===== src/rtl/multicycle_cpu_if.sv =====
// multicycle_cpu_if: instruction-fetch and output-port handshakes of multicycle_cpu.
interface multicycle_cpu_if #(
  parameter int DATA_W = 8,
  parameter int PC_W = 8
);
  logic              instr_req;
  logic [PC_W-1:0]   instr_addr;
  logic              instr_valid;
  logic [15:0]       instr_data;
  logic [DATA_W-1:0] out_data;
  logic              out_valid;
  logic              out_ready;
  modport master (
    output instr_req, instr_addr, out_data, out_valid,
    input  instr_valid, instr_data, out_ready
  );
  modport slave (
    input  instr_req, instr_addr, out_data, out_valid,
    output instr_valid, instr_data, out_ready
  );
endinterface


===== src/rtl/multicycle_cpu.sv =====
// multicycle_cpu: 4-register multi-cycle core (FETCH/EXEC/OUTW/HALT) with Z/C flags.
// Defining MULTICYCLE_CPU_MUL_EN turns opcode B into an unsigned multiply.
module multicycle_cpu #(
  parameter int DATA_W = 8,
  parameter int PC_W = 8,
  parameter int NREG = 4
) (
  input  logic             clk,
  input  logic             rst_n,
  multicycle_cpu_if.master bus,
  output logic             o_zero,
  output logic             o_carry,
  output logic             o_halted
);
  localparam logic [1:0] FETCH = 2'd0, EXEC = 2'd1, OUTW = 2'd2, HALT = 2'd3;
  logic [1:0]        r_state, w_next;
  logic [PC_W-1:0]   r_pc, w_pc_next, w_pc_inc, w_tgt;
  logic [15:0]       r_ir;
  logic [DATA_W-1:0] r_regs [NREG];
  logic [DATA_W-1:0] r_out, w_a, w_b, w_imm, w_res;
  logic [DATA_W:0]   w_sum, w_diff;
  logic [3:0]        w_op;
  logic              r_z, r_c, r_req, w_c, w_wr, w_flag;
  assign w_op     = r_ir[15:12];
  assign w_a      = r_regs[r_ir[9:8]];
  assign w_b      = r_regs[r_ir[7:6]];
  assign w_imm    = DATA_W'(r_ir[7:0]);
  assign w_tgt    = r_ir[PC_W-1:0];
  assign w_pc_inc = r_pc + PC_W'(1);
  assign w_sum    = {1'b0, w_a} + {1'b0, w_b};
  assign w_diff   = {1'b0, w_a} - {1'b0, w_b};
`ifdef MULTICYCLE_CPU_MUL_EN
  logic [2*DATA_W-1:0] w_prod;
  assign w_prod = {{DATA_W{1'b0}}, w_a} * {{DATA_W{1'b0}}, w_b};
`endif
  always_comb begin
    w_res  = w_op == 4'h0 ? w_sum[DATA_W-1:0] :
             w_op == 4'h1 ? w_diff[DATA_W-1:0] :
             w_op == 4'h2 ? (w_a & w_b) :
             w_op == 4'h3 ? (w_a | w_b) :
             w_op == 4'h4 ? (w_a ^ w_b) :
             w_op == 4'h5 ? ~w_a :
             w_op == 4'h6 ? w_a : w_imm;
    w_c    = w_op == 4'h0 ? w_sum[DATA_W] : w_op == 4'h1 ? w_diff[DATA_W] : 1'b0;
    w_wr   = w_op < 4'h8;
    w_flag = w_op < 4'h6;
`ifdef MULTICYCLE_CPU_MUL_EN
    if (w_op == 4'hB) begin
      w_res  = w_prod[DATA_W-1:0];
      w_c    = |w_prod[2*DATA_W-1:DATA_W];
      w_wr   = 1'b1;
      w_flag = 1'b1;
    end
`endif
  end
  // OUT and HALT hold the PC in EXEC; OUT advances it on the handshake
  always_comb begin
    w_next    = r_state;
    w_pc_next = r_pc;
    if (r_state == FETCH) w_next = (r_req && bus.instr_valid) ? EXEC : FETCH;
    else if (r_state == EXEC) begin
      w_next    = w_op == 4'hA ? OUTW : w_op == 4'hF ? HALT : FETCH;
      w_pc_next = w_op == 4'h8 ? (r_z ? w_tgt : w_pc_inc) :
                  w_op == 4'h9 ? w_tgt :
                  (w_op == 4'hA || w_op == 4'hF) ? r_pc : w_pc_inc;
    end else if (r_state == OUTW && bus.out_ready) begin
      w_next    = FETCH;
      w_pc_next = w_pc_inc;
    end
  end
  always_ff @(posedge clk or negedge rst_n) begin
    if (!rst_n) begin
      r_state <= FETCH;
      r_req   <= 1'b0;
      r_pc    <= '0;
      r_ir    <= '0;
      r_out   <= '0;
      r_z     <= 1'b0;
      r_c     <= 1'b0;
      for (int i = 0; i < NREG; i++) r_regs[i] <= '0;
    end else begin
      r_state <= w_next;
      r_req   <= w_next == FETCH;
      r_pc    <= w_pc_next;
      if (r_state == FETCH && r_req && bus.instr_valid) r_ir <= bus.instr_data;
      if (r_state == EXEC) begin
        if (w_wr) r_regs[r_ir[11:10]] <= w_res;
        if (w_flag) {r_z, r_c} <= {w_res == '0, w_c};
        if (w_op == 4'hA) r_out <= w_a;
      end
    end
  end
  assign bus.instr_req  = r_req;
  assign bus.instr_addr = r_pc;
  assign bus.out_valid  = r_state == OUTW;
  assign bus.out_data   = r_out;
  assign o_zero         = r_z;
  assign o_carry        = r_c;
  assign o_halted       = r_state == HALT;
endmodule


===== src/flat_wrapper.sv =====
// flat-port wrapper written by rule: the top's interface ports become plain ports
module multicycle_cpu_flat 
#(
  parameter int DATA_W = 8,
  parameter int PC_W = 8,
  parameter int NREG = 4
)
  (clk, rst_n, o_zero, o_carry, o_halted, bus_instr_req, bus_instr_addr, bus_out_data, bus_out_valid, bus_instr_valid, bus_instr_data, bus_out_ready);
  multicycle_cpu_if #(.DATA_W(DATA_W), .PC_W(PC_W)) bus_i ();
  input  logic clk;
  input  logic rst_n;
  output logic o_zero;
  output logic o_carry;
  output logic o_halted;
  output wire logic [$bits(bus_i.instr_req)-1:0] bus_instr_req;
  output wire logic [$bits(bus_i.instr_addr)-1:0] bus_instr_addr;
  output wire logic [$bits(bus_i.out_data)-1:0] bus_out_data;
  output wire logic [$bits(bus_i.out_valid)-1:0] bus_out_valid;
  input wire logic [$bits(bus_i.instr_valid)-1:0] bus_instr_valid;
  input wire logic [$bits(bus_i.instr_data)-1:0] bus_instr_data;
  input wire logic [$bits(bus_i.out_ready)-1:0] bus_out_ready;
  assign bus_instr_req = bus_i.instr_req;
  assign bus_instr_addr = bus_i.instr_addr;
  assign bus_out_data = bus_i.out_data;
  assign bus_out_valid = bus_i.out_valid;
  assign bus_i.instr_valid = bus_instr_valid;
  assign bus_i.instr_data = bus_instr_data;
  assign bus_i.out_ready = bus_out_ready;
  multicycle_cpu #(.DATA_W(DATA_W), .PC_W(PC_W), .NREG(NREG)) u_core (.clk(clk), .rst_n(rst_n), .bus(bus_i), .o_zero(o_zero), .o_carry(o_carry), .o_halted(o_halted));
endmodule

===== config.mk =====
export PLATFORM = sky130hd
export DESIGN_NAME = multicycle_cpu_flat
export DESIGN_NICKNAME = d
export VERILOG_FILES = /design/src/rtl/multicycle_cpu_if.sv /design/src/rtl/multicycle_cpu.sv /design/src/flat_wrapper.sv
export SDC_FILE = /design/constraint.sdc
export NUM_CORES = 1
export LEC_CHECK = 0
export CAP_MARGIN = 20
export CELL_PAD_IN_SITES_DETAIL_PLACEMENT = 1
export CELL_PAD_IN_SITES_GLOBAL_PLACEMENT = 1
export CORE_ASPECT_RATIO = 1.1
export CORE_UTILIZATION = 50
export DETAILED_ROUTE_END_ITERATION = 12
export PLACE_DENSITY_LB_ADDON = 0.1
export SLEW_MARGIN = 30
export SYNTH_ARGS = -nofsm -noshare
export SYNTH_HDL_FRONTEND = slang
export SYNTH_SLANG_ARGS = --single-unit

===== constraint.sdc =====
create_clock -name clk -period 5.2 [get_ports clk]
set_input_delay 1.04 -clock clk [delete_from_list [all_inputs] [get_ports clk]]
set_output_delay 1.04 -clock clk [all_outputs]
set_load 0.005 [all_outputs]

Word level (Yosys, flattened, before mapping)
Cells that the tools add are included.
{"block": "word_totals", "reg_bits": 69, "latchBits": 0, "ramBits": 0, "rom_bits": 0, "inputBits": 20, "output_inout_bits": 21, "elab_cells": 87, "memories": 0}
{"block": "op_classes", "n_addsub": 3, "multipliers": 0, "n_div": 0, "magnitude_cmp": 6, "n_eq_ne": 14, "shifts": 0, "n_mux": 30, "n_bitwise": 8, "reduce_logical": 15}
{"op": "8-bit 2-to-1 mux", "count": 18}
{"op": "8-bit binary-select mux with 2-bit select", "count": 2}
{"op": "32-bit bitwise mux", "count": 1}
{"op": "8-bit demux with 2-bit select", "count": 1}
{"op": "4-bit equality test (second input constant)", "count": 4}
{"op": "4-bit by 3-bit equality test with 1-bit output (second input constant)", "count": 3}
{"op": "2-bit 2-to-1 mux", "count": 5}
{"op": "8-bit by 8-bit adder with 9-bit output", "count": 1}
{"op": "3-bit greater-or-equal comparator (second input constant)", "count": 3}
{"op": "2-bit inverter with 3-bit output", "count": 3}
{"op": "8-bit by 8-bit subtractor with 9-bit output", "count": 1}
{"op": "8-bit by 1-bit adder with 8-bit output (second input constant)", "count": 1}
{"op": "8-bit AND", "count": 1}
{"op": "4-bit by 2-bit equality test with 1-bit output (second input constant)", "count": 2}
{"op": "8-bit logical NOT", "count": 1}
{"op": "8-bit inverter", "count": 1}
{"op": "8-bit bitwise OR", "count": 1}
{"op": "8-bit bitwise XOR", "count": 1}
{"op": "2-bit AND reduction", "count": 3}
{"op": "1-bit logical AND", "count": 5}
{"op": "2-bit equality test (second input constant)", "count": 2}
{"op": "4-bit by 1-bit equality test with 1-bit output (second input constant)", "count": 1}
{"op": "2-bit logical NOT", "count": 2}
{"op": "4-bit logical NOT", "count": 1}
{"op": "other kinds (10)", "count": 12}

Longest topological paths before layout
Gate-level depths: netlist of run 1.
{"block": "depth", "word_depth": 12, "depth_mapped": 12, "ltp_nobuf": 11}

Worst setup path after synthesis of run 1
OpenSTA, ideal clock, no wires.
{"block": "synth_timing", "path_kind": "register to register", "from": "register u_core.r_ir[6]", "to": "register u_core.r_z (netlist: u_core.o_zero)", "setup_time_ns": 0.092, "arrival_time_ns": 3.455, "required_time_ns": 5.108, "path_slack_ns": 1.653, "stages_incl_launch_ff": 12, "path_buffers": 1, "period_less_slack_ns": 3.547, "path_cell_list": "dfrtp_1 > clkbuf_1 > mux4_2 > ha_1 > fa_1 > o21bai_1 > a21oi_1 > o311ai_1 > a21oi_1 > o31ai_2 > or3b_1 > o31ai_2"}
{"block": "synth_between", "elab_chain_len": 11, "word_cells_on_any_way": 17, "cone_classes": "add/sub: 2; mux: 10; bitwise: 4; reduce/logical: 1"}
{"element": "from (decl)", "line": "multicycle_cpu.sv:18", "text": "logic [15:0] r_ir;"}
{"element": "from (signal assigned)", "line": "multicycle_cpu.sv:85", "text": "if (r_state == FETCH && r_req && bus.instr_valid) r_ir <= bus.instr_data;"}
{"element": "branches (longest 9 deep; another with 8-bit by 8-bit subtractor with 9-bit output)"}
{"element": "8-bit 2-to-1 mux (*)", "line": "multicycle_cpu.sv:37", "text": "w_res = w_op == 4'h0 ? w_sum[DATA_W-1:0] :"}
{"element": "8-bit logical NOT (*)", "line": "multicycle_cpu.sv:88", "text": "if (w_flag) {r_z, r_c} <= {w_res == '0, w_c};"}
{"element": "to (signal assigned)", "line": "multicycle_cpu.sv:88"}
{"element": "to (decl)", "line": "multicycle_cpu.sv:23", "text": "logic r_z, r_c, r_req, w_c, w_wr, w_flag;"}
Every way passes the cells marked *. The select of a mux whose other input is x is not followed.
A chain may end at the register's enable or synchronous reset.

Final worst setup path of run 1
Ends and elaborated chain as after synthesis.

==> results of run 1 <==
stage by stage:
step,util,hold WS [ns],std cells,setup WS [ns],area [um2]
6_report,0.592,0.497,607,1.39,5310
4_1_cts,0.592,0.497,607,1.36,5310
3_5_place_dp,0.571,0.476,591,1.39,5120
5_1_grt,0.592,0.550,607,1.06,5310
2_1_floorplan,-,0.461,460,1.65,4690
3_3_place_gp,0.571,0.461,591,1.44,5110
registers in the layout, summed over array words and instances, names as in the netlist:
| register | count |
|---|---|
| u_core.bus.instr_addr | 8 |
| u_core.bus.instr_req | 1 |
| u_core.bus.out_data | 8 |
| u_core.o_carry | 1 |
| u_core.o_zero | 1 |
| u_core.r_ir | 16 |
| u_core.r_regs | 32 |
| u_core.r_state | 2 |
cell usage in the layout (no fill, tap or decap), types with 3 or more instances in the layout:
| master | Yosys | final |
|---|---|---|
| a21oi_1 | 30 | 30 |
| a22oi_1 | 3 | 3 |
| a31oi_1 | 5 | 5 |
| and3_1 | 6 | 6 |
| buf_4 | 5 | 3 |
| clkbuf_8 | 0 | 11 |
| clkdlybuf4s50_1 | 0 | 39 |
| clkinv_1 | 3 | 3 |
| dfrtp_1 | 69 | 69 |
| ha_1 | 26 | 26 |
| inv_1 | 26 | 26 |
| mux2_2 | 35 | 35 |
| mux2i_1 | 4 | 4 |
| mux4_2 | 15 | 15 |
| nand2_1 | 35 | 35 |
| nand3_1 | 9 | 9 |
| nor2_1 | 34 | 33 |
| nor3_1 | 8 | 7 |
| nor3b_1 | 4 | 4 |
| o211ai_1 | 3 | 3 |
| o21ai_0 | 34 | 34 |
| o21ai_1 | 7 | 7 |
| o21ai_2 | 5 | 5 |
| o21bai_1 | 5 | 5 |
| o22ai_1 | 6 | 6 |
| xnor2_1 | 3 | 3 |
metal layers:
layer	routed length, um	part of all wire	up-vias
li1	-	-	1745
met1	6190	0.43	1987
met2	7020	0.49	101
met3	546	0.038	32
met4	521	0.036	0
met5	0	0	-
report_power, final:
| group | internal (mW) | switching (mW) | leakage [nW] |
|---|---|---|---|
| registers | 0.536 | 0 | 0.938 |
| clock network | 0.199 | 0.230 | 0.0917 |
| logic | 0.0126 | 0.0127 | 1.15 |
| total | 0.748 | 0.243 | 2.18 |
cell families (layout without fill, tap and decap cells):
kind of cell / Yosys count / count (layout) / share of synthesized area
and+or+nand+nor: 118 / 118 / 0.130
AOI/OAI and AO/OA: 128 / 128 / 0.186
muxes: 56 / 56 / 0.176
DFF: 69 / 69 / 0.368
buffers and inverters: 57 / 90 / 0.0544
adders and majority gates: 28 / 28 / 0.0779
xor gates and xnor gates: 4 / 4 / 0.00747
worst max-delay path by stage:
stage                         end      startpoint  slack [ns]  cells after the start
CTS                 u_core.o_zero  u_core.r_ir[6]        1.36                     10
floorplan           u_core.o_zero  u_core.r_ir[6]        1.65                     11
global route        u_core.o_zero  u_core.r_ir[6]        1.06                     10
detailed placement  u_core.o_zero  u_core.r_ir[6]        1.39                     10
finish              u_core.o_zero  u_core.r_ir[6]        1.39                     10
global placement    u_core.o_zero  u_core.r_ir[6]        1.44                     10
tightest hold or removal path, stage by stage (launching register included):
cell,delay (ns)
dfrtp_1,0.36
nand2_1,0.05
o21ai_0,0.06
layout make-up:
type,count,area [um2],share of cell area
sequential,69,1730,0.325
clock buffer,11,151,0.0285
inverter,31,116,0.0219
timing repair buffer,43,418,0.0787
multi-input combinational,334,2720,0.512
clock inverter,5,33.8,0.00636
tap,114,143,0.0269
==> impl_metrics.csv, run 1 <==
group,metric,value,unit
clock_tree,cts_sinks,69,
floorplan,core_area,8960,um2
global_routing,antenna_found_initial,0,
sta,slew_headroom,0.373,
logic_synthesis,ys_seq_area_frac,0.368,
logic_synthesis,synthTopCellsByArea,"dfrtp_1, mux2_2, mux4_2",
worst_hold_path,hold_class,"register to register",
clock_tree,cts_root_buf,"clkbuf_8",
setup_path,critical_path.top_delay_family,"compound AO/OA/AOI/OAI gates",
sta,slew_viol_final,0,
global_routing,grtUsageMet2,0.496,
setup_path,crit_fanout,11,
clock_tree,cts.path.max_buffers,2,
clock_tree,cts_max_level,3,
worst_hold_path,hp-start,"u_core.bus.out_data[6]",
route,routed_via_density,6.37,
worst_hold_path,holdPathStages,2,
sta,max_freq,0.262,GHz
logic_synthesis,yosys-top-cells-count,"dfrtp_1, mux2_2, nand2_1",
route,drcViolationCount,0,
cells_and_area,fillers,1003,
clock_tree,path_clk_slew,0.09,ns
route,routed_wirelength,14.3,mm
worst_hold_path,holdPathEnd,"u_core.bus.out_data[6]",
route,dr.pass1.iters,4,
run_status,status,"complete, no violations",
logic_synthesis,netlist.area_leader.share,0.368,
logic_synthesis,avgSynthCellArea,10.2,um2
global_routing,grt_max_degree,38,
logic_synthesis,synth_most_common_cell,"dfrtp_1",
setup_path,crit_required,5.48,ns
floorplan,num_io_pins,41,
global_routing,grt_overflow,0,
global_routing,gr-usage-met1,0.429,
clock_tree,post_cts_resize_count,0,
setup_path,worst_setup_path_start_kind,"register",
placed_design,io_buffer_count,40,
sta,finalCritPeriodShare,0.733,
clock_tree,clkLatencyLatePin,0.38,ns
setup_path,reg2reg_slack,1.39,ns
floorplan,start_util,0.523,
setup_path,worstPathArrival,4.09,ns
placed_design,gp_congestion,0.910,
sta,rsz0062_at_grt,"false",
global_routing,grtUsageTotal,0.317,
logic_synthesis,synth_edf_count,0,
pwr,ir_drop,0.180,mV
logic_synthesis,synthFlopType,"dfrtp_1",
route,ant_nets,0,
clock_tree,cts_made_buffers,9,
clock_tree,cts_setup_buffers,0,
floorplan,die_w,94.3,um
global_routing,grt_pass1_vias,4065,
pwr,p_per_area,187,nW/um2
clock_tree,cts_hold_buf,0,
sta,fin_setup_tns,0,ns
setup_path,end_kind,"register",
setup_path,worstSetupPathType,"register to register",
route,drt-initial-drc-count,205,
floorplan,dieHeight,104,um
route,wl_per_cell,23.5,um
cells_and_area,n_antenna_cell,0,
setup_path,max_stage_delay,0.74,ns
setup_path,r2r-start,"u_core.r_ir[6]",
logic_synthesis,netlist_instances,460,
logic_synthesis,yosysTopAreaCell,"dfrtp_1",
floorplan,rows,36,
setup_path,r2r-end,"u_core.o_zero",
clock_tree,cts_tree,"built",
cells_and_area,nNetsFinal,536,
logic_synthesis,ys.warnings.count,0,
setup_path,r2r_cells,10,
logic_synthesis,synthDistinctLibCells,76,
sta,setup_viol,0,
logic_synthesis,synth_area,4690,um2
sta,final.min_clock_period,3.81,ns
pwr,total_power,0.990,mW
setup_path,cp_num_buf_inv,0,
route,vias,3865,
setup_path,slowest_stage,"dfrtp_1",
sta,finalClockSkew,0.0186,ns
floorplan,die_area,9770,um2
global_routing,globalRoute.busiestLayer,"met2",
logic_synthesis,synth_seq_cells,69,
cells_and_area,areaGrowthSynthToFinish,13.2,%
placed_design,dp_hpwl,10.3,mm
cells_and_area,drive_above_1_share,0.195,
setup_path,path_cells,"mux4_2 -> ha_1 -> fa_1 -> o21bai_1 -> a21oi_1 -> o311ai_1 -> a21oi_1 -> o31ai_2 -> or3b_1 -> o31ai_2",
global_routing,grt_pass1_wl,22.9,mm
sta,worstMarginPinSlew,0.941,ns
logic_synthesis,async_flop_share,1.00,
global_routing,grtUsageMet3,0.0433,
pwr,leakage,2.18,nW
flow_run,drv_cap,0,
logic_synthesis,synth_nets,508,
sta,hold_violations,0,
Power figures use the tool's default switching activity.
==> run 2: changes to the inputs <==
--- a/config.mk
+++ b/config.mk
@@ -9,7 +9,7 @@
 export CELL_PAD_IN_SITES_DETAIL_PLACEMENT = 1
 export CELL_PAD_IN_SITES_GLOBAL_PLACEMENT = 1
 export CORE_ASPECT_RATIO = 1.1
-export CORE_UTILIZATION = 50
+export CORE_UTILIZATION = 46
 export DETAILED_ROUTE_END_ITERATION = 12
 export PLACE_DENSITY_LB_ADDON = 0.1
 export SLEW_MARGIN = 30
==> constraint.sdc (replaced) <==
create_clock -name clk -period 3.8 [get_ports clk]
set_input_delay 0.76 -clock clk [delete_from_list [all_inputs] [get_ports clk]]
set_output_delay 0.76 -clock clk [all_outputs]
set_load 0.005 [all_outputs]
==> run 2 against run 1 <==
The flow now finishes with violations (DRC); maximum frequency grew 8.4%; total power grew 42%; first-iteration DRC count shrank 1.5%; clock skew shrank 0.0040 ns; global-route usage shrank 5.1 points; routed wire length shrank 7.9%; clock power grew 49%.
==> impl_metrics.csv, run 2 (synthesis gave the netlist of run 1 again) <==
group,metric,value,unit
run_status,status,"finished with violations",
run_status,violations,"DRC",
clock_tree,cts_max_level,3,
clock_tree,cts_setup_buffers,0,
route,routed_via_density,6.02,
sta,finalClockSkew,0.0145,ns
sta,finalWorstSetupSlack,0.285,ns
clock_tree,cts_sinks,69,
route,dr.pass1.iters,10,
cells_and_area,n_antenna_cell,0,
setup_path,cp_num_buf_inv,2,
sta,slew_viol_final,0,
clock_tree,path_clk_slew,0.07,ns
clock_tree,cts_tree,"built",
global_routing,grtUsageMet3,0.0364,
sta,finalCritPeriodShare,0.925,
sta,setup_viol,0,
global_routing,grtUsageTotal,0.266,
placed_design,gp_congestion,0.867,
setup_path,slowest_stage,"mux4_1",
sta,rsz0062_at_grt,"false",
global_routing,grtUsageMet2,0.461,
worst_hold_path,hold_class,"input port to async pin",
clock_tree,cts_root_buf,"clkbuf_8",
cells_and_area,drive_above_1_share,0.209,
floorplan,core_area,9890,um2
global_routing,grt_overflow,0,
floorplan,start_util,0.474,
floorplan,rows,38,
setup_path,max_stage_delay,0.69,ns
floorplan,die_area,10600,um2
setup_path,crit_required,4.06,ns
pwr,total_power,1.41,mW
clock_tree,cts.path.max_buffers,2,
global_routing,antenna_found_initial,0,
clock_tree,cts_made_buffers,9,
setup_path,path_cells,"mux4_1 -> inv_1 -> ha_1 -> inv_1 -> a221oi_1 -> a21oi_1 -> o211ai_2 -> a32oi_2 -> or3b_1 -> o31ai_2",
route,routed_wirelength,13.2,mm
cells_and_area,final_cell_mix,"dfrtp_1, clkdlybuf4s50_1, nand2_1, mux2_2",
setup_path,end_kind,"register",
global_routing,grt_max_degree,70,
route,drcViolationCount,6,
cells_and_area,nNetsFinal,546,
setup_path,crit_fanout,9,
pwr,leakage,2.24,nW
sta,slew_headroom,0.393,
cells_and_area,final_common_cell,"dfrtp_1",
global_routing,grt_pass1_vias,3981,
floorplan,dieHeight,108,um
setup_path,worst_setup_path_start_kind,"register",
global_routing,globalRoute.busiestLayer,"met2",
cells_and_area,largest_reg_flops,32,
pwr,ir_drop,0.218,mV
sta,max_freq,0.284,GHz
global_routing,gr-usage-met1,0.338,
setup_path,crit_path_frequent_cell,"inv_1",
global_routing,grt_pass1_wl,21.4,mm
placed_design,io_buffer_count,40,
setup_path,worstPathArrival,3.78,ns
route,drt-initial-drc-count,202,
sta,worstMarginPinSlew,0.906,ns
floorplan,die_w,98.3,um
route,wl_per_cell,21.1,um
cells_and_area,largest-register,"u_core.r_regs",
clock_tree,clkLatencyLatePin,0.37,ns
flow_run,drv_cap,0,
route,ant_nets,0,
sta,fin_setup_tns,0,ns
setup_path,worstSetupPathType,"register to register",
cells_and_area,areaGrowthSynthToFinish,15.5,%
floorplan,num_io_pins,41,
pwr,p_per_area,260,nW/um2
clock_tree,post_cts_resize_count,0,
clock_tree,cts_hold_buf,0,
sta,hold_violations,0,
placed_design,dp_hpwl,10.1,mm
sta,final.min_clock_period,3.51,ns
cells_and_area,top_regs,"u_core.r_regs x32, u_core.r_ir x16",
setup_path,critical_path.top_delay_family,"compound AO/OA/AOI/OAI gates",
placed_design,post-place-ws,0.141,ns
route,vias,3752,
==> run 2: cell types whose count changed in the layout (fill, tap and decap cells not counted), sizes merged <==
cell      change
clkinvlp      -1
bufinv        +1
clkinv        -1
inv           -1
clkbuf        +2
buf          +10
==> run 2: final cells by class <==
class / instances / area (um2)
inverter: 31 / 116
fill: 1094 / 4480
tap: 120 / 150
timing repair buffer: 53 / 497
multi-input combinational: 334 / 2710
clock inverter: 3 / 42.5
sequential: 69 / 1730
clock buffer: 13 / 169
==> run 2: per-layer routing <==
metal,up-vias,part of all wire
met5,-,0
met2,69,0.50
met4,0,0.019
li1,1760,-
met3,18,0.033
met1,1905,0.45
==> run 2: final timing paths <==
| kind | start | cells after the start | slack [ns] | to |
|---|---|---|---|---|
| worst max-delay path | u_core.r_ir[8] | 10 | 0.29 | u_core.o_zero |
| worst min-delay path | rst_n | 2 | 0.47 | u_core.bus.out_data[7] |
| worst max register to register | u_core.r_ir[8] | 10 | 0.29 | u_core.o_zero |
| worst min register to register | u_core.bus.out_data[6] | 2 | 0.48 | u_core.bus.out_data[6] |
| max in group asynchronous | rst_n | 2 | 2.82 | u_core.r_ir[8] |
| min in group clk | u_core.bus.out_data[6] | 2 | 0.48 | u_core.bus.out_data[6] |
==> run 2: where the power goes <==
part / internal, mW / switching [mW] / leakage (nW)
sequential: 0.734 / 0 / 0.937
combinational: 0.0176 / 0.0173 / 1.20
clock: 0.356 / 0.282 / 0.106
total: 1.11 / 0.300 / 2.24
==> run 2: worst register-to-register path: stages, from the launching register on <==
cell and delay [ns]:
dfrtp_2 0.55, mux4_1 0.69, inv_1 0.13, ha_1 0.32, inv_1 0.15, a221oi_1 0.46
a21oi_1 0.15, o211ai_2 0.20, a32oi_2 0.20, or3b_1 0.40, o31ai_2 0.18
==> run 2: stage by stage <==
step,instances,util,cell area [um2],hold slack (ns)
after floorplan,460,-,4690,0.461
after global placement,607,0.526,5200,0.461
after detailed placement,607,0.526,5200,0.475
after CTS,623,0.547,5410,0.493
after global routing,623,0.547,5410,0.525
final,623,0.547,5410,0.470
==> run 3: changes to the inputs <==
--- a/config.mk
+++ b/config.mk
@@ -9,7 +9,7 @@
 export CELL_PAD_IN_SITES_DETAIL_PLACEMENT = 1
 export CELL_PAD_IN_SITES_GLOBAL_PLACEMENT = 1
 export CORE_ASPECT_RATIO = 1.1
-export CORE_UTILIZATION = 46
+export CORE_UTILIZATION = 40
 export DETAILED_ROUTE_END_ITERATION = 12
 export PLACE_DENSITY_LB_ADDON = 0.1
 export SLEW_MARGIN = 30
==> run 3 against run 2 <==
The flow now finishes without violations; combinational power about the same; sequential power about the same; sequential cell count unchanged; critical path type unchanged; critical endpoint unchanged; largest cell class unchanged.
==> impl_metrics.csv, run 3 (synthesis gave the netlist of run 1 again) <==
group,metric,value,unit
setup_path,worstPathArrival,3.76,ns
cells_and_area,finalNonFillerCells,654,
global_routing,grt_overflow,0,
global_routing,globalRoute.busiestLayer,"met2",
placed_design,dp_hpwl,10.1,mm
pwr,leakage,2.29,nW
setup_path,slowest_stage,"mux4_2",
route,routed_wirelength,13.4,mm
clock_tree,cts_tree,"built",
route,routed_via_density,5.69,
setup_path,crit_path_start,"u_core.r_ir[6]",
setup_path,crit_required,4.04,ns
global_routing,grtUsageMet3,0.0343,
placed_design,post-place-ws,0.191,ns
clock_tree,cts.path.max_buffers,2,
cells_and_area,final_common_cell,"dfrtp_1",
flow_run,drv_cap,0,
route,ant_nets,0,
setup_path,critical_path.top_delay_family,"compound AO/OA/AOI/OAI gates",
cells_and_area,nNetsFinal,547,
sta,setup_viol,0,
clock_tree,cts_hold_buf,0,
sta,final.min_clock_period,3.51,ns
clock_tree,path_clk_slew,0.06,ns
setup_path,end_kind,"register",
sta,hold_violations,0,
route,vias,3718,
cells_and_area,areaGrowthSynthToFinish,18.8,%
sta,finalWorstSetupSlack,0.287,ns
setup_path,critPathCapture,"u_core.o_zero",
route,drcViolationCount,0,
setup_path,r2r-start,"u_core.r_ir[6]",
floorplan,core_area,11400,um2
setup_path,crit_fanout,5,
worst_hold_path,hold_class,"register to register",
setup_path,path_cells,"mux4_2 -> ha_1 -> fa_1 -> o21bai_1 -> a21oi_1 -> o311ai_1 -> a21oi_1 -> o31ai_2 -> or3b_1 -> o31ai_2",
global_routing,gr-usage-met1,0.311,
global_routing,grt_pass1_wl,22.2,mm
setup_path,r2r_cells,10,
route,drt-initial-drc-count,252,
sta,finalCritPeriodShare,0.925,
run_status,status,"complete, no violations",
floorplan,rows,41,
setup_path,reg2reg_slack,0.29,ns
sta,max_freq,0.285,GHz
setup_path,cp_num_buf_inv,0,
pwr,ir_drop,0.192,mV
sta,slew_viol_final,0,
route,dr.pass1.iters,6,
clock_tree,cts_made_buffers,9,
cells_and_area,largest-register,"u_core.r_regs",
clock_tree,cts_max_level,3,
sta,worstMarginPinSlew,0.968,ns
pwr,p_per_area,299,nW/um2
cells_and_area,top_regs,"u_core.r_regs x32, u_core.r_ir x16",
global_routing,grtUsageTotal,0.239,
setup_path,worstSetupPathType,"register to register",
cells_and_area,drive_above_1_share,0.214,
sta,rsz0062_at_grt,"false",
global_routing,grtUsageMet2,0.407,
floorplan,num_io_pins,41,
setup_path,r2r-end,"u_core.o_zero",
setup_path,worst_setup_path_start_kind,"register",
cells_and_area,n_antenna_cell,0,
floorplan,start_util,0.410,
floorplan,die_w,105,um
placed_design,gp_congestion,0.889,
sta,finalClockSkew,0.00621,ns
floorplan,die_area,12200,um2
cells_and_area,final_cell_mix,"dfrtp_1, clkdlybuf4s50_1, nand2_1, mux2_2",
setup_path,worst-path-stages,10,
floorplan,dieHeight,116,um
setup_path,max_stage_delay,0.62,ns
placed_design,dp_cells,638,
route,wl_per_cell,20.5,um
global_routing,antenna_found_initial,0,
global_routing,grt_max_degree,70,
sta,fin_setup_tns,0,ns
cells_and_area,largest_reg_flops,32,
global_routing,grt_pass1_vias,4080,
sta,slew_headroom,0.352,
placed_design,io_buffer_count,40,
sta,hold_slack,0.492,ns
clock_tree,cts_root_buf,"clkbuf_16",
clock_tree,cts_sinks,69,
clock_tree,clkLatencyLatePin,0.34,ns
-- run 3: changes by cell type in the layout (fill, tap and decap cells not counted), sizes merged --
cell / change
clkbuf: -4
clkinv: +2
buf: +1
bufinv: +1
clkinvlp: +1
-- run 3: final cells by class --
type / instances / area, um2
Clock inverter: 7 / 90.1
Tap cell: 150 / 188
Fill cell: 1285 / 5870
Timing Repair Buffer: 54 / 504
Inverter: 31 / 116
Clock buffer: 9 / 225
Sequential cell: 69 / 1730
Multi-Input combinational cell: 334 / 2720
-- run 3: routing by layer --
| layer | vias up | wire (um) |
|---|---|---|
| met1 | 1863 | 6050 |
| met5 | - | 0 |
| met3 | 24 | 441 |
| li1 | 1756 | - |
| met4 | 0 | 275 |
| met2 | 75 | 6660 |
-- run 3: worst min-delay path by stage --
stage	cells after the start	to	slack, ns	startpoint
floorplan	0	u_core.bus.instr_addr[0]	0.46	rst_n
global placement	2	u_core.bus.out_data[0]	0.47	u_core.bus.out_data[0]
detailed placement	2	u_core.bus.out_data[0]	0.48	u_core.bus.out_data[0]
CTS	2	u_core.bus.out_data[0]	0.50	u_core.bus.out_data[0]
global route	2	u_core.bus.out_data[7]	0.52	u_core.bus.out_data[7]
finish	2	u_core.bus.out_data[0]	0.49	u_core.bus.out_data[0]
-- run 3: timing repair --
item	in CTS	in global routing
setup buffers	0	0
setup endpoints to repair	0	5
resized for setup	0	2
-- run 3: where the power goes --
part           switching [mW]  leakage, nW  internal (mW)
registers                   0        0.937          0.735
logic                  0.0172         1.21         0.0176
clock network           0.325        0.151          0.570
total                   0.343         2.29           1.32
-- run 3: worst min-delay path: stages, from the launching register on --
cell     delay, ns
dfrtp_1       0.34
nand2_1       0.05
o21ai_0       0.06
-- run 3: through the flow --
| stage | power (mW) | area (um2) | utilization |
|---|---|---|---|
| after detailed placement | 0.784 | 5240 | 0.458 |
| after global routing | 1.71 | 5570 | 0.487 |
| after CTS | 1.68 | 5560 | 0.486 |
| after global placement | 0.784 | 5240 | 0.458 |
| after floorplan | 0.749 | 4690 | - |
| final | 1.67 | 5570 | 0.487 |
